[src/rtl/ram_arbiter.sv]
// One-transaction-at-a-time scheduler for the shared SDRAM port: DMA, CPU and tape
// requesters, with CPU writes to the ROM bank dropped and a starvation guard for tape.
module ram_arbiter #(
    parameter logic [8:0] ROM_BANK     = 9'h017,
    parameter logic [7:0] STARVE_LIMIT = 8'd64
) (
    input  logic        clk_sys,
    input  logic        reset_n,
    input  logic        dma_req,
    input  logic        dma_we,
    input  logic [24:0] dma_addr,
    input  logic [7:0]  dma_din,
    output logic        dma_ack,
    input  logic        tape_req,
    input  logic [24:0] tape_addr,
    output logic        tape_ack,
    output logic [7:0]  tape_dout,
    input  logic        cpu_req,
    input  logic        cpu_we,
    input  logic [24:0] cpu_addr,
    input  logic [7:0]  cpu_din,
    output logic        cpu_ack,
    output logic [7:0]  cpu_dout,
    output logic        cpu_wait,
    output logic        dma_active,
    output logic [24:0] mem_addr,
    output logic [7:0]  mem_din,
    output logic        mem_rd,
    output logic        mem_we,
    input  logic [7:0]  mem_dout,
    input  logic        mem_ready
);

    typedef enum logic [2:0] {S_IDLE, S_ISSUE, S_GUARD, S_WAIT, S_DONE} state_t;
    typedef enum logic [1:0] {G_NONE, G_DMA, G_TAPE, G_CPU} grant_t;

    state_t      state_q, state_d;
    grant_t      grant_q, grant_d;
    logic [24:0] mem_addr_q, mem_addr_d;
    logic [7:0]  mem_din_q, mem_din_d;
    logic        we_q, we_d;
    logic [7:0]  tape_dout_q, tape_dout_d;
    logic [7:0]  cpu_dout_q, cpu_dout_d;
    logic [7:0]  starve_q, starve_d;

    grant_t      winner;
    logic        rom_drop;
    logic        tape_first;

    // Tape jumps ahead of the CPU only once it has lost STARVE_LIMIT cycles in a row.
    always_comb begin
        tape_first = (starve_q == STARVE_LIMIT);
        winner     = G_NONE;
        if (dma_req)                     winner = G_DMA;
        else if (tape_first && tape_req) winner = G_TAPE;
        else if (cpu_req)                winner = G_CPU;
        else if (tape_req)               winner = G_TAPE;
        rom_drop = (winner == G_CPU) && cpu_we && (cpu_addr[24:16] == ROM_BANK);
    end

    // NOTE: sequential state uses non-blocking assignments so every flop samples pre-edge values.
    always_ff @(posedge clk_sys or negedge reset_n) begin
        if (!reset_n) begin
            state_q     <= S_IDLE;
            grant_q     <= G_NONE;
            mem_addr_q  <= '0;
            mem_din_q   <= '0;
            we_q        <= 1'b0;
            tape_dout_q <= '0;
            cpu_dout_q  <= '0;
            starve_q    <= '0;
        end else begin
            state_q     <= state_d;
            grant_q     <= grant_d;
            mem_addr_q  <= mem_addr_d;
            mem_din_q   <= mem_din_d;
            we_q        <= we_d;
            tape_dout_q <= tape_dout_d;
            cpu_dout_q  <= cpu_dout_d;
            starve_q    <= starve_d;
        end
    end

    // NOTE: every combinational output gets a default first, so no path can infer a latch.
    always_comb begin
        state_d = state_q;
        unique case (state_q)
            S_IDLE:  if (winner != G_NONE) state_d = rom_drop ? S_DONE : S_ISSUE;
            S_ISSUE: if (mem_ready) state_d = S_GUARD;
            S_GUARD: state_d = S_WAIT;
            S_WAIT:  if (mem_ready) state_d = S_DONE;
            S_DONE:  state_d = S_IDLE;
            default: state_d = S_IDLE;
        endcase
    end

    always_comb begin
        grant_d     = grant_q;
        mem_addr_d  = mem_addr_q;
        mem_din_d   = mem_din_q;
        we_d        = we_q;
        tape_dout_d = tape_dout_q;
        cpu_dout_d  = cpu_dout_q;

        if (state_q == S_IDLE) begin
            unique case (winner)
                G_DMA: begin
                    grant_d    = G_DMA;
                    mem_addr_d = dma_addr;
                    mem_din_d  = dma_din;
                    we_d       = dma_we;
                end
                G_TAPE: begin
                    grant_d    = G_TAPE;
                    mem_addr_d = tape_addr;
                    mem_din_d  = '0;
                    we_d       = 1'b0;
                end
                G_CPU: begin
                    grant_d    = G_CPU;
                    mem_addr_d = cpu_addr;
                    mem_din_d  = cpu_din;
                    we_d       = cpu_we;
                end
                default: ;
            endcase
        end

        // DMA read data has no destination and is simply not captured.
        if (state_q == S_WAIT && mem_ready && !we_q) begin
            if (grant_q == G_TAPE) tape_dout_d = mem_dout;
            if (grant_q == G_CPU)  cpu_dout_d  = mem_dout;
        end
    end

    always_comb begin
        starve_d = starve_q;
        if (!tape_req || (state_q == S_IDLE && winner == G_TAPE))
            starve_d = '0;
        else if (!(state_q != S_IDLE && grant_q == G_TAPE) && starve_q < STARVE_LIMIT)
            starve_d = starve_q + 8'd1;
    end

    // A strobe is only issued once the controller reports ready on entry to ISSUE.
    always_comb begin
        mem_rd     = (state_q == S_ISSUE) && mem_ready && !we_q;
        mem_we     = (state_q == S_ISSUE) && mem_ready && we_q;
        dma_ack    = (state_q == S_DONE) && (grant_q == G_DMA);
        tape_ack   = (state_q == S_DONE) && (grant_q == G_TAPE);
        cpu_ack    = (state_q == S_DONE) && (grant_q == G_CPU);
        cpu_wait   = reset_n && cpu_req && !cpu_ack;
        dma_active = (state_q != S_IDLE) && (grant_q == G_DMA);
    end

    assign mem_addr  = mem_addr_q;
    assign mem_din   = mem_din_q;
    assign tape_dout = tape_dout_q;
    assign cpu_dout  = cpu_dout_q;

endmodule

[config.mk]
export PLATFORM = sky130hd
export DESIGN_NAME = ram_arbiter
export DESIGN_NICKNAME = d
export VERILOG_FILES = /design/src/rtl/ram_arbiter.sv
export SDC_FILE = /design/constraint.sdc
export NUM_CORES = 1
export LEC_CHECK = 0
export CORE_UTILIZATION = 43
export DETAILED_ROUTE_END_ITERATION = 7
export PLACE_DENSITY = 0.86
export SLEW_MARGIN = 30
export SYNTH_ARGS = -nofsm -noshare
export SYNTH_HDL_FRONTEND = slang
export SYNTH_SLANG_ARGS = --single-unit
[constraint.sdc]
create_clock -name clk_sys -period 3.6 [get_ports clk_sys]
set_clock_uncertainty 0.05 [all_clocks]
set_input_delay 0.54 -clock clk_sys [delete_from_list [all_inputs] [get_ports clk_sys]]
set_output_delay 0.54 -clock clk_sys [all_outputs]
set_load 0.02 [all_outputs]
==> results of run 1 <==
registers in the layout, indices dropped and copies added, names as in the netlist:
register	cells
we_q	1
starve_q	8
cpu_dout	8
mem_addr	25
grant_q	2
tape_dout	8
state_q	3
mem_din	8
report_power, final:
| part | leakage, nW | total, mW | switching (mW) | internal [mW] |
|---|---|---|---|---|
| Clock | 0.101 | 0.657 | 0.280 | 0.377 |
| Sequential | 0.760 | 1.22 | 0.211 | 1.01 |
| Combinational | 1.15 | 1.79 | 0.929 | 0.865 |
stage by stage:
step / setup WS (ns) / power [mW] / instance area [µm²] / hold WS, ns / util
after floorplan: 1.59 / 2.21 / 3210 / 0.194 / -
after global placement: 0.749 / 2.96 / 4820 / 0.430 / 0.668
after detailed placement: 0.706 / 3.02 / 4820 / 0.439 / 0.668
after CTS: 0.701 / 3.69 / 5040 / 0.387 / 0.698
after global routing: 0.658 / 3.89 / 5040 / 0.434 / 0.698
final: 0.668 / 3.67 / 5040 / 0.381 / 0.698
per-layer routing:
metal | track usage | vias to the layer above | routed length, µm
met5 | 0 | - | 0
met4 | 0.0909 | 0 | 198
met3 | 0.0606 | 18 | 812
met2 | 0.413 | 163 | 4820
met1 | 0.317 | 1501 | 3950
li1 | - | 1427 | -
path summary, 6_finish.rpt:
path                                       endpoint  depth (start not counted)
max                                          mem_we                          4
min                          mem_din[0]$_DFFE_PN0P_                          2
max reg2reg                mem_addr[11]$_DFFE_PN0P_                          7
min reg2reg                  mem_din[2]$_DFFE_PN0P_                          2
max in group asynchronous  mem_addr[12]$_DFFE_PN0P_                          2
min in group clk_sys         mem_din[2]$_DFFE_PN0P_                          2
cells in the final DEF (no fill, tap or decap), drive strengths merged, types with 2 or more instances in the layout:
cell type / count
nor4: 2
clkdlybuf4s50: 161
a21oi: 28
buf: 9
a221oi: 34
nand2: 4
nand3: 25
mux2: 16
nor2: 63
xor2: 5
o21a: 2
o211ai: 4
nand4b: 2
dfrtp: 63
clkbuf: 12
clkinvlp: 3
ha: 2
inv: 3
and3: 2
nand2b: 2
o21ai: 3
nor3: 4
area by class of cell:
cell class                 instances  area, µm²
fill                             543       2180
clock buffer                      12        165
clock inverter                     4       52.6
timing repair buffer             170       1680
inverter                           3       11.3
multi-input combinational        212       1430
sequential                        63       1580
tap                               99        124
logic make-up after synthesis:
group           after synthesis  synth area share
fa+ha+maj                     2           0.00780
xor+xnor                      6            0.0164
mux                          17            0.0593
flops                        63             0.492
simple gates                111             0.179
buf+inv                      26            0.0640
compound gates               76             0.181
==> impl_metrics.yaml, run 1 <==
run_status:
  status: "finished clean"
detailed_routing:
  drtPass1Iterations: 4
  viasPerCell: 5.52
  wl_um: 9780
  wl_per_cell_um: 17.4
  drc: 0
  first_iter_violations: 179
  ant_nets: 0
  vias: 3109
global_route:
  grt_pass1_wl_um: 15000
  grt-ovfl-total: 0
  grt_pass1_vias: 3144
  antenna_found_initial: 0
  grt_util_all_layers: 0.249
  grt_max_degree: 64
logic_synthesis:
  avgSynthCellArea_um2: 10.7
  synth_nets: 410
  yosysSeqAreaShare: 0.492
  synth_async_sr_flop_share: 1.00
  synth_edf_count: 0
  syn_area_um2: 3210
  yosys_warnings: 0
  synth-seq-cells: 63
  yosysUniqueCellTypes: 45
  netlist.area_leader.share: 0.492
  synth_area_leader_cell: "dfrtp_1"
  syn_inst: 301
  synthTopCellsByArea: "dfrtp_1 (49%), a221oi_1 (8.2%), nor2_1 (7.4%)"
  synth_ff_type: "dfrtp_1"
  yosys-top-cells-count: "dfrtp_1 (63), nor2_1 (63), a221oi_1 (30)"
sta:
  fmax_mhz: 341
  finalSetupViolCount: 0
  worst_pin_slew_ns: 0.802
  period_minus_slack_ns: 2.93
  rsz0062_at_grt: "false"
  final_max_slew_viol_count: 0
  max_slew_margin: 0.465
  setup-tns-final_ns: 0
  post-route-period-util: 0.814
  finalHoldViolations: 0
power:
  total_leakage_power_nw: 2.01
  p_per_area_nw_per_um2: 728
  ir_drop_uv: 483
cts:
  cts_tree: "yes"
  post-cts-setup-buffers: 0
  clock_latency_ns: 0.32
  holdBufCountCts: 0
  cts-resized-gates: 0
  root_buffer: "clkbuf_8"
  h-tree-depth: 3
  clock-sinks: 63
  cts.reportedPaths.clkPinSlew_ns: 0.07
  cts_buffer_depth: 2
  cts_inserted_buffers: 9
floorplanning:
  io_pins: 163
  dieArea_um2: 7810
  start_util: 0.445
  core_area_um2: 7210
  num_rows: 31
  die_w_um: 88.4
  fp.dieH_um: 88.4
worst_setup_path:
  cp_top_family: "buffers and inverters"
  path_buf_inv: 2
  critPathSlowestCell: "clkdlybuf4s50_1"
  setup.worst_path.start: "mem_ready"
  reg2reg_setup_slack_ns: 1.41
  cp_data_arrival_time_ns: 2.34
  cp-end-kind: "primary output"
  cp-start-kind: "primary input"
  cpMostUsedCell: "clkdlybuf4s50_1"
  critPathRequiredTime_ns: 3.01
  worstSetupPathType: "in -> out"
  cp_max_fo: 4
  path_cells: "clkdlybuf4s50_1 > nand2_1 > nor4b_1 > clkdlybuf4s50_1"
  reg2reg_from: "starve_q[0]$_DFFE_PN0P_"
  cpPeakStageDelay_ns: 0.69
cells_and_area:
  nNetsFinal: 568
  area_growth_pct: 57.1
  antenna_cells: 0
  drive_gt1_frac: 0.119
  layoutNonFillerInstCount: 563
placement:
  io_buffers: 162
  placedCellCount: 547
  gp_congestion: 0.782
  hpwl_um: 7060
hold_path:
  hp-class: "in -> async"
job:
  drv_cap: 0
No activity file was read; power rests on OpenSTA's default activity.
==> run 2, diff against run 1 <==
Settings changed: CORE_UTILIZATION 43 to 40, PLACE_DENSITY 0.86 to 0.8.
Clock period 3.6 ns to 2.95 ns, I/O delays scaled along.
==> impl_metrics.yaml, run 2 (synthesis gave the netlist of run 1 again) <==
run_status:
  status: "finished clean"
cts:
  cts_tree: "yes"
  h-tree-depth: 3
  cts_inserted_buffers: 9
  cts_buffer_depth: 2
  holdBufCountCts: 0
  cts-resized-gates: 0
  clock_latency_ns: 0.34
  clock-sinks: 63
  cts.reportedPaths.clkPinSlew_ns: 0.08
  root_buffer: "clkbuf_8"
  post-cts-setup-buffers: 0
detailed_routing:
  vias: 3055
  drc: 0
  wl_um: 9480
  first_iter_violations: 112
  ant_nets: 0
  viasPerCell: 5.38
  wl_per_cell_um: 16.7
  drtPass1Iterations: 4
sta:
  fin_ws_ns: 0.360
  finalSetupViolCount: 0
  setup-tns-final_ns: 0
  fmax_mhz: 386
  rsz0062_at_grt: "false"
  worst_pin_slew_ns: 0.821
  post-route-period-util: 0.878
  period_minus_slack_ns: 2.59
  finalHoldViolations: 0
  max_slew_margin: 0.452
  final_max_slew_viol_count: 0
cells_and_area:
  final_cell_mix: "clkdlybuf4s50_1 (160), nor2_1 (63), dfrtp_1 (63)"
  final_util: 0.654
  area_growth_pct: 57.7
  antenna_cells: 0
  drive_gt1_frac: 0.124
  nNetsFinal: 570
  final_common_cell: "clkdlybuf4s50_1"
  largest_reg_flops: 25
  layoutNonFillerInstCount: 568
power:
  power_mw: 4.52
  switching_share: 0.387
  switchingPower_mw: 1.75
  p_clk_frac: 0.184
  total_leakage_power_nw: 2.03
  cell_internal_pwr_mw: 2.77
  comb_power_share: 0.489
  share_seq_of_total_power: 0.327
  ir_drop_uv: 483
  p_per_area_nw_per_um2: 895
placement:
  io_buffers: 162
  placedCellCount: 552
  dp_slack_ns: 0.357
  hpwl_um: 6740
  gp_congestion: 0.790
worst_setup_path:
  reg2reg_from: "starve_q[0]$_DFFE_PN0P_"
  path_cells: "clkdlybuf4s50_1 > nand2_1 > nor4b_1 > clkdlybuf4s50_1"
  rr_endpoint: "mem_addr[11]$_DFFE_PN0P_"
  cp_max_fo: 4
  cpPeakStageDelay_ns: 0.67
  reg2reg_setup_slack_ns: 1.00
  cp-start-kind: "primary input"
  cp_data_arrival_time_ns: 2.10
  cpMostUsedCell: "clkdlybuf4s50_1"
  critPathRequiredTime_ns: 2.46
  worstSetupPathType: "in -> out"
  cp-end-kind: "primary output"
  critPathSlowestCell: "clkdlybuf4s50_1"
  rr_worst_depth: 7
global_route:
  grt-busiest-layer: "met2"
  grt-ovfl-total: 0
  grt_max_degree: 64
  use_met3: 0.0603
  grt_pass1_vias: 3076
  grt_pass1_wl_um: 14800
  met2_usage: 0.377
  grt_util_all_layers: 0.225
  antenna_found_initial: 0
  grt_use_met1: 0.279
floorplanning:
  dieArea_um2: 8380
  die_w_um: 91.5
  io_pins: 163
  core_area_um2: 7730
  num_rows: 32
  fp.dieH_um: 91.5
  start_util: 0.415
hold_path:
  hp-class: "in -> async"
job:
  drv_cap: 0
-- run 2: layer usage --
layer  vias up  share of wire
li1       1429              -
met5         -              0
met1      1477           0.42
met2       129           0.49
met3        20          0.076
met4         0          0.017
-- run 2: power groups by stage --
stage	combinational (mW)	clock (mW)	sequential (mW)
floorplan	0.854	0	1.84
global placement	2.17	0	1.47
detailed placement	2.22	0	1.49
CTS	2.23	0.854	1.48
global route	2.37	0.884	1.53
finish	2.21	0.833	1.48
-- run 2: worst max path at each step --
| stage | cells past startpoint | to | start | slack [ns] |
|---|---|---|---|---|
| 2_1_floorplan | 2 | mem_we | state_q[0]$_DFFE_PN0P_ | 1.10 |
| 3_3_place_gp | 4 | mem_we | mem_ready | 0.36 |
| 3_5_place_dp | 4 | mem_we | mem_ready | 0.36 |
| 4_1_cts | 4 | mem_we | mem_ready | 0.36 |
| 5_1_grt | 4 | mem_we | mem_ready | 0.26 |
| 6_report | 4 | mem_we | mem_ready | 0.36 |
-- run 2: final cells by class --
class | count | area, µm²
fillers | 608 | 2670
repair buffers | 172 | 1690
flip-flops and latches | 63 | 1580
multi-input cells | 212 | 1430
well taps | 102 | 128
clock buffers | 9 | 124
clock inverters | 7 | 97.6
inverters | 3 | 11.3
-- run 2: worst max-delay path, delay by kind of cell --
| family | cells | cell delay [ns] |
|---|---|---|
| buf+inv | 2 | 1.19 |
| simple gates | 2 | 0.46 |
-- run 2: per-stage QoR --
step           hold WS (ns)  area [µm²]
3_5_place_dp          0.438        4830
3_3_place_gp          0.431        4830
5_1_grt               0.311        5060
2_1_floorplan        0.0969        3210
6_report              0.243        5060
4_1_cts               0.263        5060
==> run 3, diff against run 2 <==
Settings changed: SETUP_SLACK_MARGIN from default to 0.05.
==> results of run 3 <==
No change in the layout: final DEF, timing and power equal those of run 2.
